## config.mk

```make
export PLATFORM = sky130hd
export DESIGN_NAME = serial_tx_ctrl_flat
export DESIGN_NICKNAME = d
export VERILOG_FILES = /design/src/rtl/serial_tx_ctrl_if.sv /design/src/rtl/serial_tx_ctrl.sv /design/src/flat_wrapper.sv
export SDC_FILE = /design/constraint.sdc
export NUM_CORES = 1
export LEC_CHECK = 0
export BUFFER_PORTS_ARGS = -buffer_cell sky130_fd_sc_hd__buf_2
export CAP_MARGIN = 20
export CORE_MARGIN = 2
export CORE_UTILIZATION = 35
export DETAILED_ROUTE_END_ITERATION = 12
export PLACE_DENSITY = 0.59
export SETUP_SLACK_MARGIN = 0.05
export SLEW_MARGIN = 20
export SYNTH_ARGS = -nofsm -noshare
export SYNTH_HDL_FRONTEND = slang
export SYNTH_SLANG_ARGS = --single-unit
```

## constraint.sdc

```tcl
create_clock -name clk -period 2.7 [get_ports clk]
set_input_delay 0.54 -clock clk [delete_from_list [all_inputs] [get_ports clk]]
set_output_delay 0.54 -clock clk [all_outputs]
set_load 0.03 [all_outputs]
```

## src/rtl/serial_tx_ctrl_if.sv

```systemverilog
// Handshake, configuration and serial-output bundle for serial_tx_ctrl.
// The master side supplies words and the bit period; the slave side drives the serial line.
interface serial_tx_ctrl_if #(
  parameter int unsigned WIDTH = 8,
  parameter int unsigned DIV_W = 8
);
  logic [WIDTH-1:0] in_data;
  logic             in_valid;
  logic             in_ready;
  logic [DIV_W-1:0] period;
  logic             o;
  logic             o_valid;
  logic             frame_start;
  logic             frame_done;
  logic             busy;

  modport master (
    output in_data, in_valid, period,
    input  in_ready, o, o_valid, frame_start, frame_done, busy
  );

  modport slave (
    input  in_data, in_valid, period,
    output in_ready, o, o_valid, frame_start, frame_done, busy
  );
endinterface

```

## src/rtl/serial_tx_ctrl.sv

```systemverilog
// Parallel-to-serial frame sequencer with programmable bit period and a one-word
// holding buffer so consecutive frames leave with no idle gap.
module serial_tx_ctrl #(
  parameter int unsigned WIDTH     = 8,
  parameter int unsigned DIV_W     = 8,
  parameter int unsigned MSB_FIRST = 1
) (
  input logic             clk,
  input logic             clear,
  serial_tx_ctrl_if.slave bus
);

  localparam int unsigned CntW = $clog2(WIDTH);
  localparam logic [CntW-1:0] LastBit = CntW'(WIDTH - 1);

  localparam logic [0:0] StIdle  = 1'b0;
  localparam logic [0:0] StShift = 1'b1;

  logic [0:0]       state_q, state_d;
  logic [WIDTH-1:0] shreg_q, shreg_d;
  logic [WIDTH-1:0] buf_q, buf_d;
  logic             buf_full_q, buf_full_d;
  logic [CntW-1:0]  bit_cnt_q, bit_cnt_d;
  logic [DIV_W-1:0] div_cnt_q, div_cnt_d;
  logic [DIV_W-1:0] period_q, period_d;
  logic             o_q, o_d;
  logic             o_valid_q, o_valid_d;
  logic             frame_start_q, frame_start_d;
  logic             frame_done_q, frame_done_d;

  logic             xfer;
  logic             bit_end;
  logic             frame_end;
  logic             load;
  logic [WIDTH-1:0] load_word;

  assign bus.in_ready    = ~buf_full_q;
  assign bus.o           = o_q;
  assign bus.o_valid     = o_valid_q;
  assign bus.frame_start = frame_start_q;
  assign bus.frame_done  = frame_done_q;
  assign bus.busy        = (state_q == StShift);

  always_comb begin
    xfer      = bus.in_valid & ~buf_full_q;
    bit_end   = (state_q == StShift) && (div_cnt_q == period_q);
    frame_end = bit_end && (bit_cnt_q == LastBit);

    state_d    = state_q;
    shreg_d    = shreg_q;
    buf_d      = buf_q;
    buf_full_d = buf_full_q;
    bit_cnt_d  = bit_cnt_q;
    div_cnt_d  = div_cnt_q;
    period_d   = period_q;
    load       = 1'b0;
    load_word  = bus.in_data;

    if (state_q == StIdle) begin
      load = xfer;
    end else if (frame_end) begin
      // Buffered word wins; otherwise a word arriving on this edge bypasses the buffer.
      if (buf_full_q) begin
        load       = 1'b1;
        load_word  = buf_q;
        buf_full_d = 1'b0;
      end else if (xfer) begin
        load = 1'b1;
      end else begin
        state_d = StIdle;
      end
    end else begin
      if (bit_end) begin
        div_cnt_d = '0;
        bit_cnt_d = bit_cnt_q + CntW'(1);
        if (MSB_FIRST != 0) begin
          shreg_d = {shreg_q[WIDTH-2:0], 1'b0};
        end else begin
          shreg_d = {1'b0, shreg_q[WIDTH-1:1]};
        end
      end else begin
        div_cnt_d = div_cnt_q + DIV_W'(1);
      end
      if (xfer) begin
        buf_d      = bus.in_data;
        buf_full_d = 1'b1;
      end
    end

    if (load) begin
      shreg_d   = load_word;
      period_d  = bus.period;
      bit_cnt_d = '0;
      div_cnt_d = '0;
      state_d   = StShift;
    end

    // Outputs are registered: derive them from the next-state values.
    o_valid_d     = (state_d == StShift);
    o_d           = o_valid_d & ((MSB_FIRST != 0) ? shreg_d[WIDTH-1] : shreg_d[0]);
    frame_start_d = load;
    frame_done_d  = o_valid_d && (div_cnt_d == period_d) && (bit_cnt_d == LastBit);
  end

  always_ff @(posedge clk or posedge clear) begin
    if (clear) begin
      state_q       <= StIdle;
      shreg_q       <= '0;
      buf_q         <= '0;
      buf_full_q    <= 1'b0;
      bit_cnt_q     <= '0;
      div_cnt_q     <= '0;
      period_q      <= '0;
      o_q           <= 1'b0;
      o_valid_q     <= 1'b0;
      frame_start_q <= 1'b0;
      frame_done_q  <= 1'b0;
    end else begin
      state_q       <= state_d;
      shreg_q       <= shreg_d;
      buf_q         <= buf_d;
      buf_full_q    <= buf_full_d;
      bit_cnt_q     <= bit_cnt_d;
      div_cnt_q     <= div_cnt_d;
      period_q      <= period_d;
      o_q           <= o_d;
      o_valid_q     <= o_valid_d;
      frame_start_q <= frame_start_d;
      frame_done_q  <= frame_done_d;
    end
  end

endmodule
```

## src/flat_wrapper.sv

```systemverilog
// flat-port wrapper written by rule: the top's interface ports become plain ports
module serial_tx_ctrl_flat 
#(
  parameter int unsigned WIDTH     = 8,
  parameter int unsigned DIV_W     = 8,
  parameter int unsigned MSB_FIRST = 1
)
  (clk, clear, bus_in_data, bus_in_valid, bus_period, bus_in_ready, bus_o, bus_o_valid, bus_frame_start, bus_frame_done, bus_busy);
  serial_tx_ctrl_if #(.WIDTH(WIDTH), .DIV_W(DIV_W)) bus_i ();
  input logic clk;
  input logic clear;
  input wire logic [$bits(bus_i.in_data)-1:0] bus_in_data;
  input wire logic [$bits(bus_i.in_valid)-1:0] bus_in_valid;
  input wire logic [$bits(bus_i.period)-1:0] bus_period;
  output wire logic [$bits(bus_i.in_ready)-1:0] bus_in_ready;
  output wire logic [$bits(bus_i.o)-1:0] bus_o;
  output wire logic [$bits(bus_i.o_valid)-1:0] bus_o_valid;
  output wire logic [$bits(bus_i.frame_start)-1:0] bus_frame_start;
  output wire logic [$bits(bus_i.frame_done)-1:0] bus_frame_done;
  output wire logic [$bits(bus_i.busy)-1:0] bus_busy;
  assign bus_i.in_data = bus_in_data;
  assign bus_i.in_valid = bus_in_valid;
  assign bus_i.period = bus_period;
  assign bus_in_ready = bus_i.in_ready;
  assign bus_o = bus_i.o;
  assign bus_o_valid = bus_i.o_valid;
  assign bus_frame_start = bus_i.frame_start;
  assign bus_frame_done = bus_i.frame_done;
  assign bus_busy = bus_i.busy;
  serial_tx_ctrl #(.WIDTH(WIDTH), .DIV_W(DIV_W), .MSB_FIRST(MSB_FIRST)) u_core (.clk(clk), .clear(clear), .bus(bus_i));
endmodule
```

==> flow_summary.toml <==
[outcome]
status = "finished, final reports clean"

[floorplan]
die_h_um = 82.8
start_util = 0.365
dieArea_sq_um = 6850
row_count = 28
io_pins = 25
die_x_um = 82.8
design.core.area_sq_um = 5960

[clocking]
path_clk_slew_ns = 0.08
cts_setup_buffers = 0
htreeDepth = 2
clk-insertion-delay-late_ns = 0.29
cts_buffer_depth = 2
cts_tree = "yes"
cts-root-buf = "clkbuf_8"
cts.sinks = 40
numCtsBuffers = 5

[pwr]
peakVddDrop_mv = 0.312
p_clk_frac = 0.438
p_sw_w = 0.000248
powerDensity_nw_per_um2 = 461
internal-power_w = 0.000941
swShare = 0.209
comb_power_share = 0.039
seqPwrFrac = 0.522
p_leak_nw = 1.28

[timing]
fin_crit_sh = 0.961
fmax_ghz = 0.385
finalSetupViolations = 0
slew_headroom = 0.667
max_slew.worst_pin.slew_ns = 0.499
min_period_ns = 2.60
hold_violations = 0
grt_setup_unrepaired = "true"
holdWs_ns = 0.355
finClkSkew_ns = 0.00618
drv_slew = 0
fin_setup_tns_ns = 0

[cells_and_area]
area_growth_syn_to_layout_pct = 18.6
final_common_cell = "dfrtp_1"
drive_gt1_frac = 0.335
antenna_cells = 0
fin_nets = 260
layout_common_cells = "dfrtp_1, buf_2, mux2_2"

[worst_setup_path]
critical_path_arrival_ns = 2.80
endpoint_kind = "flip-flop"
cp-start-kind = "flip-flop"
criticalPathCategory = "reg -> reg"
required_ns = 2.90
crit_path_max_fanout = 3

[yosys]
async_reset_ff_frac = 1.00
syn_nets = 224
ys_seq_area_frac = 0.461
synth_flop_cell = "dfrtp_1"
yosys.area.top_type_share = 0.461
synth_seq_cells = 40
synth_area_sq_um = 2170
synth_cell_types = 44
synth_edf_count = 0
avgSynthCellArea_sq_um = 10.8
synth_area_leaders = "dfrtp_1, mux2_2, xor2_1"
yosysWarningCount = 0
synth_area_leader_cell = "dfrtp_1"
netlist_instances = 202

[drt]
wl_um = 4490
drt_iter0_drc = 67
via_count = 1601
avgRoutedWirePerCell_um = 14.3
drc = 0
drtAntennaViolNets = 0
firstDrtPassIters = 4
via_per_inst = 5.10

[grt]
grt_pass1_vias = 1525
track_usage = 0.146
grt_antenna_before_repair = 0
grt_pass1_wl_um = 7400
grt_max_degree = 41
grt-ovfl-total = 0

[placement]
gp_congestion = 0.853
place_hpwl_um = 3270
port_buffers = 24

[worst_hold_path]
hp-class = "in -> async"

[flow_run]
maxCapViolations = 0
[power by group through the flow]
stage                logic, W  clock network (W)  registers (W)
finish              0.0000467           0.000521       0.000621
global route        0.0000545           0.000565       0.000623
CTS                 0.0000488           0.000537       0.000621
detailed placement  0.0000488                  0       0.000633
global placement    0.0000473                  0       0.000632
floorplan           0.0000265                  0       0.000631
[layer usage]
metal  wire length, um  up-vias  share of wire  track usage
met1              2130      768           0.47        0.198
met2              2130       33           0.47        0.227
met4                85        0          0.019       0.0557
met3               146        6          0.033       0.0346
li1                  -      794              -            -
met5                 0        -              0            0
[worst paths after layout]
kind,slack (ns),depth (start not counted),from,to
worst max-delay path,0.10,7,u_core.period_q[4],u_core.bus.frame_done
worst min-delay path,0.36,3,clear,u_core.bus.frame_done
worst max register to register,0.10,7,u_core.period_q[4],u_core.bus.frame_done
worst min register to register,0.51,2,u_core.shreg_q[0],u_core.shreg_q[0]
max in group asynchronous,2.00,3,clear,u_core.buf_full_q
min in group clk,0.46,3,bus_period[6],u_core.period_q[6]
[synthesized netlist by cell type (2+ instances only)]
library cell	instances
dfrtp_1	40
mux2_2	20
xor2_1	14
nand2_1	13
nor2_1	12
inv_1	11
mux2i_1	11
a21oi_1	10
o21ai_0	6
a31oi_1	4
clkbuf_1	4
xnor2_1	4
a211oi_1	3
a32oi_1	3
and2_1	3
buf_2	3
ha_1	3
nand3_1	3
nand4_1	3
o211ai_1	3
a31o_2	2
and3_1	2
buf_4	2
nor4_1	2
or4_4	2
[stage by stage]
| step | utilization | cell area [sq um] | total power (W) | cells | setup slack, ns |
|---|---|---|---|---|---|
| after detailed placement | 0.410 | 2440 | 0.000681 | 306 | 0.0508 |
| final | 0.433 | 2580 | 0.00119 | 314 | 0.105 |
| after CTS | 0.432 | 2570 | 0.00121 | 314 | 0.0869 |
| after global placement | 0.410 | 2440 | 0.000679 | 306 | 0.0832 |
| after global routing | 0.433 | 2580 | 0.00124 | 314 | 0.00745 |
| after floorplan | - | 2170 | 0.000657 | 202 | 0.0894 |
[critical path: stages (launching register included)]
cell	delay [ns]
dfrtp_1	0.41
xor2_2	0.18
or4_4	0.54
or4_4	0.49
or3b_1	0.39
a211oi_2	0.20
o2111ai_2	0.14
nor4_2	0.16
[repair_timing]
item,in CTS,in global routing
gates cloned,0,0
gates resized for setup,1,1
hold buffers,0,0
pin swaps,1,0
setup endpoints to repair,1,1
[layout make-up]
type / instances / area [sq um]
clock buffers: 6 / 82.6
clock inverters: 2 / 38.8
well taps: 75 / 93.8
flip-flops and latches: 40 / 1000
repair buffers: 39 / 233
inverters: 12 / 45.0
multi-input cells: 140 / 1080
fillers: 581 / 3380
[sequential cells by signal, indices dropped and copies added (netlist names)]
| register | count |
|---|---|
| u_core.bit_cnt_q | 3 |
| u_core.buf_full_q | 1 |
| u_core.buf_q | 8 |
| u_core.bus.busy | 1 |
| u_core.bus.frame_done | 1 |
| u_core.bus.frame_start | 1 |
| u_core.bus.o | 1 |
| u_core.div_cnt_q | 8 |
| u_core.period_q | 8 |
| u_core.shreg_q | 8 |
[logic make-up after synthesis]
group | share of synthesized area
simple gates | 0.120
xor+xnor | 0.0801
compound gates | 0.121
mux | 0.154
fa+ha+maj | 0.0173
buf+inv | 0.0467
flops | 0.461
Note: power is estimated with default switching activity, not from simulation.
